[config.mk]
export PLATFORM = sky130hd
export DESIGN_NAME = sha256_padder_flat
export DESIGN_NICKNAME = d
export VERILOG_FILES = /design/src/rtl/sha256_padder_if.sv /design/src/rtl/sha256_padder.sv /design/src/flat_wrapper.sv
export SDC_FILE = /design/constraint.sdc
export NUM_CORES = 1
export LEC_CHECK = 0
export ABC_AREA = 1
export CAP_MARGIN = 40
export CELL_PAD_IN_SITES_DETAIL_PLACEMENT = 1
export CELL_PAD_IN_SITES_GLOBAL_PLACEMENT = 1
export CORE_MARGIN = 3
export CORE_UTILIZATION = 48
export DETAILED_ROUTE_END_ITERATION = 6
export PLACE_DENSITY_LB_ADDON = 0.2
export SYNTH_ARGS = -nofsm -noshare
export SYNTH_HDL_FRONTEND = slang
export SYNTH_SLANG_ARGS = --single-unit
export TNS_END_PERCENT = 100
[constraint.sdc]
create_clock -name clk -period 5.2 [get_ports clk]
set_input_delay 1.04 -clock clk [delete_from_list [all_inputs] [get_ports clk]]
set_output_delay 1.04 -clock clk [all_outputs]
set_load 0.02 [all_outputs]
[src/rtl/sha256_padder_if.sv]
// Stream-in / core-out bundle for sha256_padder.
// The slave side is the padder; the master side is the environment (stream source and Sha256 core).
interface sha256_padder_if;
  logic        in_valid;
  logic        in_ready;
  logic [31:0] in_data;
  logic        in_last;
  logic [1:0]  in_bytes;
  logic        core_rst_n;
  logic        calcu_en;
  logic [31:0] word_out;
  logic        calcu_rdy;
  logic        msg_done;

  modport slave (
    input  in_valid, in_data, in_last, in_bytes, calcu_rdy,
    output in_ready, core_rst_n, calcu_en, word_out, msg_done
  );

  modport master (
    output in_valid, in_data, in_last, in_bytes, calcu_rdy,
    input  in_ready, core_rst_n, calcu_en, word_out, msg_done
  );
endinterface

[src/rtl/sha256_padder.sv]
// FIPS 180-4 padder feeding a Sha256 core 16 words per block.
// It also pulses the core reset at message start so each digest begins from the initial constants.
module sha256_padder (
  input  logic            clk,
  input  logic            rst,
  sha256_padder_if.slave  bus
);

  typedef enum logic [2:0] {S_IDLE, S_CRST, S_FILL, S_WAIT, S_SEND, S_DONE} state_t;

  state_t      state, state_d;
  logic [31:0] blk [16];
  logic [3:0]  widx, k;
  logic [63:0] len, len_new;
  logic        pad_placed, len_pending, final_blk, first;

  logic        in_ready_q, calcu_en_q, core_rst_n_q, msg_done_q;
  logic [31:0] word_out_q;
  logic        in_ready_d, calcu_en_d, core_rst_n_d, msg_done_d;
  logic [31:0] word_out_d;

  logic        accept, send_last, build_extra;
  logic [2:0]  nbytes;
  logic [4:0]  pad_idx;
  logic [31:0] last_word;

  assign bus.in_ready   = in_ready_q;
  assign bus.calcu_en   = calcu_en_q;
  assign bus.word_out   = word_out_q;
  assign bus.core_rst_n = core_rst_n_q;
  assign bus.msg_done   = msg_done_q;

  always_comb begin
    accept      = in_ready_q & bus.in_valid;
    nbytes      = (bus.in_bytes == 2'd0) ? 3'd4 : {1'b0, bus.in_bytes};
    len_new     = len + (bus.in_last ? {58'd0, nbytes, 3'd0} : 64'd32);
    // pad_idx == 16 means the 0x80 spills into word 0 of an extra block
    pad_idx     = {1'b0, widx} + ((nbytes == 3'd4) ? 5'd1 : 5'd0);
    send_last   = (state == S_SEND) && (k == 4'd15);
    build_extra = send_last && !final_blk && len_pending;
    case (nbytes)
      3'd1:    last_word = {bus.in_data[31:24], 24'h80_0000};
      3'd2:    last_word = {bus.in_data[31:16], 16'h8000};
      3'd3:    last_word = {bus.in_data[31:8],  8'h80};
      default: last_word = bus.in_data;
    endcase
  end

  always_comb begin
    state_d    = state;
    calcu_en_d = 1'b0;
    word_out_d = '0;
    msg_done_d = msg_done_q;
    case (state)
      S_IDLE: if (bus.in_valid) begin
        state_d    = S_CRST;
        msg_done_d = 1'b0;
      end
      S_CRST: state_d = S_FILL;
      S_FILL: if (accept && (bus.in_last || widx == 4'd15)) state_d = S_WAIT;
      S_WAIT: if (first || bus.calcu_rdy) begin
        state_d    = S_SEND;
        calcu_en_d = 1'b1;
        word_out_d = blk[0];
      end
      S_SEND: begin
        if (k == 4'd15)
          state_d = final_blk ? S_DONE : (len_pending ? S_WAIT : S_FILL);
        else
          word_out_d = blk[k + 4'd1];
      end
      S_DONE: if (bus.calcu_rdy) begin
        state_d    = S_IDLE;
        msg_done_d = 1'b1;
      end
      default: state_d = S_IDLE;
    endcase
    in_ready_d   = (state_d == S_FILL);
    core_rst_n_d = (state_d != S_CRST);
  end

  always_ff @(posedge clk or posedge rst) begin
    if (rst) begin
      state        <= S_IDLE;
      in_ready_q   <= 1'b0;
      calcu_en_q   <= 1'b0;
      word_out_q   <= '0;
      core_rst_n_q <= 1'b0;
      msg_done_q   <= 1'b0;
    end else begin
      state        <= state_d;
      in_ready_q   <= in_ready_d;
      calcu_en_q   <= calcu_en_d;
      word_out_q   <= word_out_d;
      core_rst_n_q <= core_rst_n_d;
      msg_done_q   <= msg_done_d;
    end
  end

  always_ff @(posedge clk or posedge rst) begin
    if (rst) begin
      widx        <= '0;
      k           <= '0;
      len         <= '0;
      pad_placed  <= 1'b0;
      len_pending <= 1'b0;
      final_blk   <= 1'b0;
      first       <= 1'b0;
    end else begin
      case (state)
        S_CRST: begin
          widx        <= '0;
          len         <= '0;
          pad_placed  <= 1'b0;
          len_pending <= 1'b0;
          final_blk   <= 1'b0;
          first       <= 1'b1;
        end
        S_FILL: if (accept) begin
          widx <= widx + 4'd1;
          len  <= len_new;
          if (bus.in_last) begin
            if (pad_idx <= 5'd13) begin
              final_blk <= 1'b1;
            end else begin
              len_pending <= 1'b1;
              pad_placed  <= (pad_idx <= 5'd15);
            end
          end
        end
        S_WAIT: if (first || bus.calcu_rdy) begin
          first <= 1'b0;
          k     <= '0;
        end
        S_SEND: begin
          k <= k + 4'd1;
          if (build_extra) begin
            len_pending <= 1'b0;
            final_blk   <= 1'b1;
          end else if (send_last && !final_blk) begin
            widx <= '0;
          end
        end
        default: ;
      endcase
    end
  end

  // Padding is written in full on the last-word cycle, so every block is complete before WAIT.
  always_ff @(posedge clk) begin
    if (state == S_FILL && accept) begin
      for (int unsigned i = 0; i < 16; i++) begin
        if (4'(i) == widx)
          blk[i] <= bus.in_last ? last_word : bus.in_data;
        else if (bus.in_last && 4'(i) > widx)
          blk[i] <= (5'(i) == pad_idx) ? 32'h8000_0000 : '0;
      end
      if (bus.in_last && pad_idx <= 5'd13) begin
        blk[14] <= len_new[63:32];
        blk[15] <= len_new[31:0];
      end
    end else if (build_extra) begin
      blk[0] <= pad_placed ? '0 : 32'h8000_0000;
      for (int unsigned i = 1; i < 14; i++) blk[i] <= '0;
      blk[14] <= len[63:32];
      blk[15] <= len[31:0];
    end
  end

endmodule
[src/flat_wrapper.sv]
// flat-port wrapper written by rule: the top's interface ports become plain ports
module sha256_padder_flat 
  (clk, rst, bus_in_valid, bus_in_data, bus_in_last, bus_in_bytes, bus_calcu_rdy, bus_in_ready, bus_core_rst_n, bus_calcu_en, bus_word_out, bus_msg_done);
  sha256_padder_if bus_i ();
  input  logic clk;
  input  logic rst;
  input wire logic [$bits(bus_i.in_valid)-1:0] bus_in_valid;
  input wire logic [$bits(bus_i.in_data)-1:0] bus_in_data;
  input wire logic [$bits(bus_i.in_last)-1:0] bus_in_last;
  input wire logic [$bits(bus_i.in_bytes)-1:0] bus_in_bytes;
  input wire logic [$bits(bus_i.calcu_rdy)-1:0] bus_calcu_rdy;
  output wire logic [$bits(bus_i.in_ready)-1:0] bus_in_ready;
  output wire logic [$bits(bus_i.core_rst_n)-1:0] bus_core_rst_n;
  output wire logic [$bits(bus_i.calcu_en)-1:0] bus_calcu_en;
  output wire logic [$bits(bus_i.word_out)-1:0] bus_word_out;
  output wire logic [$bits(bus_i.msg_done)-1:0] bus_msg_done;
  assign bus_i.in_valid = bus_in_valid;
  assign bus_i.in_data = bus_in_data;
  assign bus_i.in_last = bus_in_last;
  assign bus_i.in_bytes = bus_in_bytes;
  assign bus_i.calcu_rdy = bus_calcu_rdy;
  assign bus_in_ready = bus_i.in_ready;
  assign bus_core_rst_n = bus_i.core_rst_n;
  assign bus_calcu_en = bus_i.calcu_en;
  assign bus_word_out = bus_i.word_out;
  assign bus_msg_done = bus_i.msg_done;
  sha256_padder u_core (.clk(clk), .rst(rst), .bus(bus_i));
endmodule
* After elaboration in Yosys (flattened, before gate mapping)
Memories as Yosys holds them, arrays and structs flattened.
Cells that the tools add are included.
** Storage, ports and cells
- Flip-flop bits (word level) :: 115
- Memories :: 1
- Output and inout bits :: 36
- RAM bits :: 512
** Operators by class
- Multiplexer cells :: 214
- Bitwise operators :: 35
- Equal/unequal tests :: 53
- Reductions and logical operators :: 42
- Magnitude comparators :: 18
- Add/subtract/negate cells :: 4
** Memory list
- u_core.blk :: words 16, width 32, rd ports 2, clocked after memory_dff 0, write ports 16, RTL line sha256_padder.sv:12 : logic [31:0] blk [16];
** Operator list (count)
- $mux W32 :: 53
- $mux W1 :: 136
- $pmux W64 S2 :: 1
- $pmux W24 S3 :: 1
- $add A64 B64 Y64 :: 1
- $mux W64 :: 1
- $pmux W32 S2 :: 1
- $eq A4 B5 Y1 const A :: 8
- $or A1 B1 Y1 :: 34
- $eq A4 B4 Y1 const A :: 8
- $gt A4 B4 Y1 const A :: 8
- $mux W24 :: 1
- $logic_and A1 B1 Y1 :: 22
- $mux W3 :: 7
- $eq A3 B5 Y1 const A :: 4
- $pmux W3 S6 :: 1
- $eq A3 B4 Y1 const A :: 4
- $gt A3 B4 Y1 const A :: 4
- $mux W4 :: 4
- $eq A3 B2 Y1 const B :: 5
- $ne A2 B2 Y1 const B :: 7
- $pmux W4 S3 :: 1
- $eq A2 B5 Y1 const A :: 2
- $le A5 B4 Y1 const B :: 2
- other kinds (29) :: 50

* Logic depth before layout (Yosys ltp)
Gate-level depths: netlist (run 1).
- Depth after elaboration :: 12
- Mapped depth :: 18
- Depth with buffers taken out :: 17

* Least setup slack after synthesis (run 1)
OpenSTA, ideal clock, no wires.
- Kind :: input to register
- From :: in bus_in_valid
- To :: mem u_core.blk[3][0], enable pin
- Path buffers :: 1
- Stages :: 5
- Required time :: 4.734 ns
- Slack :: 0.857 ns
- Arrival time :: 3.878 ns
- Path through :: nand2_1 > nor2_4 > buf_2 > nand2_1 > o21ai_0
** RTL lines
- start, declared :: RTL line flat_wrapper.sv:7 : input wire logic [$bits(bus_i.in_valid)-1:0] bus_in_valid;
- end, declared :: RTL line sha256_padder.sv:12

==> metrics.md, run 1 <==
| Metric | Value |
|---|---|
| Number of enable flip-flop cells after synthesis | `450` |
| Area of the mapped netlist | `30860 sq um` |
| Final hold violation count | `0` |
| Status | `finished, final reports clean` |
| Number of global-route vias before repair | `28032` |
| Final cycle utilization of the critical path | `0.7416` |
| Unique masters post-synth | `45` |
| # resized after CTS | `0` |
| Overall Global Routing Usage | `0.3344` |
| Kind of launch point of the worst setup path | `primary input` |
| Post-synth ARST share | `0.1795` |
| Synthesized instance count | `3517` |
| CTS tree | `yes` |
| Worst voltage drop across the vdd grid | `0.3333 mV` |
| DRT Wirelength | `112700 microns` |
| Final HPWL from detailed placement | `74630 microns` |
| Detailed router's first-iteration violation count | `2646` |
| Final-stage net count | `3570` |
| CTS HTree Levels | `3` |
| Tightest Hold Check Type | `reg2reg` |
| Pwr per Cell Area | `485.6 nW/um^2` |
| Sink count of the clock tree | `624` |
| Clock root buffer master | `sky130_fd_sc_hd__clkbuf_16` |
| Sequential area share after synthesis | `0.5690` |
| Number of I/O pins | `75` |
| Yosys top cell by area | `sky130_fd_sc_hd__edfxtp_1` |
| Number of standard-cell rows in the floorplan | `92` |
| Area fraction in compound gates after synthesis | `0.1142` |
| Achievable frequency | `259.3 MHz` |
| Number of max-capacitance violations reported | `0` |
| Congestion Overflow GR | `0` |
| Setup violations, final | `0` |
| Worst slew margin relative to its limit | `0.3413` |
| Portion of netlist area occupied by mux cells | `0` |
| Time the worst path needs with I/O delays and setup | `3856 ps` |
| Adder and majority cell fraction of the synthesized area | `0.005109` |
| Maximum count of clock buffers along a single path | `3` |
| Initial standard-cell utilization of the core | `0.4874` |
| Placeable Area | `63310 sq um` |
| Most used DFF post-synth | `sky130_fd_sc_hd__edfxtp_1` |
| Total Die Area | `67360 sq um` |
| XOR/XNOR share of the synthesized area | `0.008475` |
| Quantity of hold-fixing buffers added after cts | `0` |
| Final core utilization | `0.5485` |
| Total Neg Setup Slack | `0 ps` |
| Die Ht | `259.5 microns` |
| Synthesis-stage register bit count | `624` |
| Maximum number of pins on one net before global-route repair | `114` |
| Count of buffers inserted at the top-level ports | `74` |
| Post-CTS repair timing setup buffer count | `0` |
| Warnings from Yosys | `0` |
| Post-detailed-route wirelength per cell | `25.50 microns` |
| Most repeated cell in the gate-level netlist after synthesis | `sky130_fd_sc_hd__nor2_1` |
| Number of detailed-routing iterations run before antenna repair | `5` |
| Fraction of layout cells with a size suffix above 1 | `0.07419` |
| DRC errors left | `0` |
| Clock transition time at the flip-flop clock pins of the worst setup and hold paths | `60 ps` |
| Largest fanout of any net on the critical path | `8` |
| Area contributors post-synth | `sky130_fd_sc_hd__edfxtp_1 44%, sky130_fd_sc_hd__nor2_1 10%, sky130_fd_sc_hd__dfrtp_1 9.1%` |
| Worst path arrival time | `4210 ps` |
| Antenna violations before repair | `1` |
| Vias/cell | `6.042` |
| Leading post-synthesis cells by instance count | `822 x sky130_fd_sc_hd__nor2_1, 605 x sky130_fd_sc_hd__nand2_1, 450 x sky130_fd_sc_hd__edfxtp_1, 359 x sky130_fd_sc_hd__o21ai_0, 228 x sky130_fd_sc_hd__nand3_1` |
| Lkg Pwr | `13.28 nW` |
| Clock latency at the later pin of the worst-skew pair | `620 ps` |
| Area growth syn-to-layout | `12.54%` |
| Mapped Nets | `3568` |
| Data required time at the worst endpoint | `5550 ps` |
| Kind of critical path | `in2reg` |
| RSZ-0062 raised after global routing | `false` |
| Count of pins over their slew limit | `0` |
| Fraction of synthesized cell area taken by the top area cell type | `0.4379` |
| First-pass GRT wire length | `170800 microns` |
| TritonCTS buffer count | `69` |
| Worst Setup End Kind | `flip-flop` |
| Routability-driven placement congestion ratio | `0.9264` |
| Simple logic cell fraction of the synthesized area | `0.2448` |
| Die outline width | `259.5 microns` |
| Worst setup skew after layout | `31.43 ps` |
| Dominant combinational cell family by area after synthesis | `simple AND/OR/NAND/NOR gates` |
| Syn avg cell area | `8.774 sq um` |
| Pin slew with the least headroom to its limit | `977.7 ps` |
| Via count | `26698` |
| Number of nets with antenna violations after detailed routing | `0` |
==> placed cells by master (no fill, tap or decap), types with 32 or more instances in the layout <==
master,instances
sky130_fd_sc_hd__a21oi_1,52
sky130_fd_sc_hd__clkdlybuf4s50_1,74
sky130_fd_sc_hd__nor3_1,39
sky130_fd_sc_hd__nor2_1,817
sky130_fd_sc_hd__dfrtp_1,111
sky130_fd_sc_hd__o211ai_1,129
sky130_fd_sc_hd__nand4_1,62
sky130_fd_sc_hd__dfxtp_1,62
sky130_fd_sc_hd__edfxtp_1,450
sky130_fd_sc_hd__clkbuf_16,69
sky130_fd_sc_hd__o21ai_0,357
sky130_fd_sc_hd__buf_4,59
sky130_fd_sc_hd__nand2_1,604
sky130_fd_sc_hd__a22oi_1,32
sky130_fd_sc_hd__nand3_1,225
sky130_fd_sc_hd__inv_1,201
==> where the power goes <==
part           leakage [nW]  switching, mW  internal, mW
Sequential             6.05          0.280          5.85
Clock                  1.09           2.08          2.82
Combinational          6.14           4.09          1.75
==> cells by family (layout without fill, tap and decap cells) <==
logic type / after synthesis / after routing
buf+inv: 427 / 482
other cells: 0 / 1
compound gates: 606 / 606
flops: 624 / 624
simple gates: 1819 / 1819
fa+ha+maj: 12 / 12
xor+xnor: 29 / 29
==> critical path, stage by stage <==
cell	delay, ps
sky130_fd_sc_hd__clkdlybuf4s50_1	720
sky130_fd_sc_hd__nand2_1	180
sky130_fd_sc_hd__inv_1	160
sky130_fd_sc_hd__ha_1	190
sky130_fd_sc_hd__inv_1	60
sky130_fd_sc_hd__fa_1	420
sky130_fd_sc_hd__inv_1	80
sky130_fd_sc_hd__nand3_1	80
sky130_fd_sc_hd__nand2_2	200
sky130_fd_sc_hd__nand2_1	140
sky130_fd_sc_hd__nor2_1	320
sky130_fd_sc_hd__nand2_1	160
sky130_fd_sc_hd__o21ai_0	200
sky130_fd_sc_hd__nand2_1	100
sky130_fd_sc_hd__nand2_1	70
sky130_fd_sc_hd__nand3_1	80
==> worst paths after layout <==
| path | cells after the start | slack, ps | start | end |
|---|---|---|---|---|
| min in group asynchronous | 2 | 920 | rst | u_core.len[8] |
| min | 2 | 440 | u_core.blk[0][11] | u_core.bus.word_out[11] |
| min reg2reg | 2 | 440 | u_core.blk[0][11] | u_core.bus.word_out[11] |
| max | 16 | 1340 | bus_in_last | u_core.blk[14][9] |
| max in group asynchronous | 3 | 3280 | rst | u_core.k[0] |
| max reg2reg | 7 | 1720 | u_core.k[0] | u_core.blk[9][6] |
==> registers in the layout (all words and copies together) (netlist names) <==
register and flops:
u_core.bus.core_rst_n 1, u_core.state 3, u_core.bus.in_ready 1, u_core.bus.word_out 32, u_core.blk 512, u_core.len_pending 1, u_core.first 1, u_core.widx 4
u_core.k 4, u_core.final_blk 1, u_core.bus.msg_done 1, u_core.bus.calcu_en 1, u_core.len 61, u_core.pad_placed 1
==> area by class of cell <==
class                   count  area [sq um]
repair buffers            145          1454
well taps                 846          1059
fillers                  7294         28580
clock buffers              91          1889
diodes                      1         2.502
multi-input cells        2466         11620
flip-flops and latches    624         17560
clock inverters            33         326.6
inverters                 213         813.3
==> metrics by stage <==
stage	setup slack [ps]	power (mW)	cells	instance area, sq um	hold WS (ps)
6_report	1344	16.86	4419	34730	444.9
5_1_grt	1099	17.70	4418	34720	472.5
4_1_cts	1379	16.86	4418	34720	446.7
3_5_place_dp	742.1	11.93	4294	32510	447.4
3_3_place_gp	927.0	11.57	4288	32360	433.9
2_1_floorplan	856.8	9.864	3517	30860	426.2
==> per-layer routing <==
layer | track usage | vias to the layer above | share of wire
li1 | - | 11908 | -
met2 | 0.5615 | 1031 | 0.49
met4 | 0.1324 | 2 | 0.041
met5 | 0 | - | 0.00012
met3 | 0.04995 | 244 | 0.068
met1 | 0.4370 | 13513 | 0.40
Power figures use the tool's default switching activity.
==> run 2, diff against run 1 <==
Clock period 5.2 ns to 3.95 ns, I/O delays scaled along.
==> run 2 against run 1 <==
Against the previous run: die area stayed put; clock skew is 15 ps lower; clock power is 33% higher; setup slack worse by 510 ps; register-to-register slack worse by 860 ps; flip-flop and latch count stayed put; hold slack better by 7.9 ps; count of clock-buffer cells in the layout is 7 higher; non-clock buffer count is 28 higher; routed wire length is 2.2% higher; global-route usage is 0.62 points higher; power is 33% higher.
==> metrics.md, run 2 (synthesized netlist as in run 1, its figures left out) <==
| Metric | Value |
|---|---|
| Data required time at the worst endpoint | `4320 ps` |
| Final instance count without filler cells | `4452` |
| Final instance area | `35050 sq um` |
| Pwr per Cell Area | `639.9 nW/um^2` |
| Endpoint with the worst hold slack | `u_core.bus.word_out[12]` |
| Setup violations, final | `0` |
| Worst hold margin | `452.9 ps` |
| Post-DP Area | `32800 sq um` |
| Final-stage net count | `3599` |
| RSZ-0062 raised after global routing | `false` |
| Final hold violation count | `0` |
| Final HPWL from detailed placement | `74730 microns` |
| Most frequent standard cell in the layout excluding fill and tap cells | `sky130_fd_sc_hd__nor2_1` |
| Worst Setup End Kind | `flip-flop` |
| Hold depth | `2` |
| Register with the most flip-flops | `u_core.blk` |
| Die outline width | `259.5 microns` |
| Worst voltage drop across the vdd grid | `0.4866 mV` |
| Maximum number of pins on one net before global-route repair | `169` |
| TritonCTS buffer count | `70` |
| Lkg Pwr | `13.44 nW` |
| Worst setup skew after layout | `16.74 ps` |
| Achievable frequency | `320.6 MHz` |
| Clock root buffer master | `sky130_fd_sc_hd__clkbuf_16` |
| Kind of critical path | `in2reg` |
| First-pass GRT wire length | `174200 microns` |
| Antenna violations before repair | `3` |
| Min-delay src | `u_core.blk[0][12]` |
| Number of flip-flops in the largest register | `512` |
| Total Die Area | `67360 sq um` |
| Kind of launch point of the worst setup path | `primary input` |
| CTS tree | `yes` |
| Number of max-capacitance violations reported | `0` |
| Commonest cells after routing, fill and taps aside | `817 x sky130_fd_sc_hd__nor2_1, 604 x sky130_fd_sc_hd__nand2_1, 450 x sky130_fd_sc_hd__edfxtp_1, 357 x sky130_fd_sc_hd__o21ai_0, 225 x sky130_fd_sc_hd__nand3_1` |
| Placeable Area | `63310 sq um` |
| R2R cell count | `12` |
| Status | `finished, final reports clean` |
| Worst path arrival time | `3490 ps` |
| Routability-driven placement congestion ratio | `0.9587` |
| Detailed router's first-iteration violation count | `2707` |
| Total Neg Setup Slack | `0 ps` |
| # resized after CTS | `0` |
| Area growth syn-to-layout | `13.60%` |
| R2r setup slk | `860 ps` |
| Sink count of the clock tree | `624` |
| Number of detailed-routing iterations run before antenna repair | `6` |
| Capturing point of the worst reg2reg path | `u_core.blk[14][11]` |
| Post-detailed-route wirelength per cell | `25.86 microns` |
| Count of buffers inserted at the top-level ports | `74` |
| DRC errors left | `0` |
| Number of standard-cell rows in the floorplan | `92` |
| Die Ht | `259.5 microns` |
| Initial standard-cell utilization of the core | `0.4874` |
| Clock latency at the later pin of the worst-skew pair | `620 ps` |
| Number of nets with antenna violations after detailed routing | `0` |
| Quantity of hold-fixing buffers added after cts | `0` |
| Post-CTS repair timing setup buffer count | `0` |
| Vias/cell | `6.135` |
| Congestion Overflow GR | `0` |
| Tightest Hold Check Type | `reg2reg` |
| Number of I/O pins | `75` |
| CTS HTree Levels | `3` |
| Number of global-route vias before repair | `28761` |
| Largest fanout of any net on the critical path | `6` |
| Count of pins over their slew limit | `0` |
| Launching point of the worst reg2reg path | `u_core.widx[0]` |
| Maximum count of clock buffers along a single path | `3` |
| Worst slew margin relative to its limit | `0.4352` |
| Clock transition time at the flip-flop clock pins of the worst setup and hold paths | `60 ps` |
| DRT Wirelength | `115100 microns` |
| Via count | `27311` |
| Time the worst path needs with I/O delays and setup | `3119 ps` |
| Fraction of layout cells with a size suffix above 1 | `0.08181` |
| Final cycle utilization of the critical path | `0.7897` |
| Pin slew with the least headroom to its limit | `847.2 ps` |
| # placed instances | `4322` |
| Overall Global Routing Usage | `0.3406` |
| N_diodes | `0` |
| Total power | `22.43 mW` |
==> run 2: cell types whose count changed in the layout (fill, tap and decap cells not counted), moves of 2 or more <==
cell                        delta
sky130_fd_sc_hd__clkbuf_1      +4
sky130_fd_sc_hd__clkinv_2      -2
sky130_fd_sc_hd__clkbuf_16     +2
sky130_fd_sc_hd__buf_4        +20
sky130_fd_sc_hd__bufinv_16     -2
sky130_fd_sc_hd__buf_16        -2
sky130_fd_sc_hd__buf_12        +9
sky130_fd_sc_hd__inv_6         +2
==> run 2: routing by layer <==
layer / GRT usage / wire length (microns) / up-vias
li1: - / - / 11977
met4: 0.1557 / 5344 / 4
met5: 0 / 23 / -
met1: 0.4387 / 46060 / 13798
met2: 0.5714 / 55410 / 1234
met3: 0.04809 / 8296 / 298
==> run 2: worst max path at each step <==
stage,slack [ps],to,start
floorplan,-140,u_core.blk[3][0],bus_in_valid
global placement,250,u_core.blk[14][29],bus_in_last
detailed placement,240,u_core.blk[14][3],bus_in_last
CTS,870,u_core.blk[14][3],bus_in_last
global route,640,u_core.blk[14][3],bus_in_last
finish,830,u_core.blk[14][3],bus_in_last
==> run 2: critical path, cell delays in order <==
cell and delay, ps:
sky130_fd_sc_hd__clkdlybuf4s50_1 450, sky130_fd_sc_hd__buf_4 180, sky130_fd_sc_hd__nand2_1 90, sky130_fd_sc_hd__inv_1 90, sky130_fd_sc_hd__ha_1 170, sky130_fd_sc_hd__inv_1 50
sky130_fd_sc_hd__fa_1 400, sky130_fd_sc_hd__inv_1 70, sky130_fd_sc_hd__nand3_1 80, sky130_fd_sc_hd__nand2_2 170, sky130_fd_sc_hd__nand2_1 90, sky130_fd_sc_hd__inv_1 110
sky130_fd_sc_hd__nand2_1 160, sky130_fd_sc_hd__o21ai_0 330, sky130_fd_sc_hd__nand3_1 120, sky130_fd_sc_hd__nand2_1 80, sky130_fd_sc_hd__nand2_1 50
==> run 2: area by class of cell <==
class | count | area [sq um]
Multi-Input combinational cell | 2466 | 11620
Inverter | 213 | 812.0
Clock buffer | 98 | 1968
Clock inverter | 32 | 287.8
Fill cell | 7316 | 28260
Timing Repair Buffer | 173 | 1744
Sequential cell | 624 | 17560
Tap cell | 846 | 1059
==> run 2: power by group <==
part           internal, mW  switching, mW
Sequential             7.71          0.322
Combinational          2.36           5.53
Clock                  3.71           2.79
Total                  13.8           8.64
==> run 2: through the flow <==
step | worst slack [ps] | utilization
2_1_floorplan | -143.2 | -
3_3_place_gp | 252.0 | 0.5169
3_5_place_dp | 236.9 | 0.5180
4_1_cts | 865.7 | 0.5537
5_1_grt | 641.0 | 0.5537
6_report | 830.6 | 0.5537
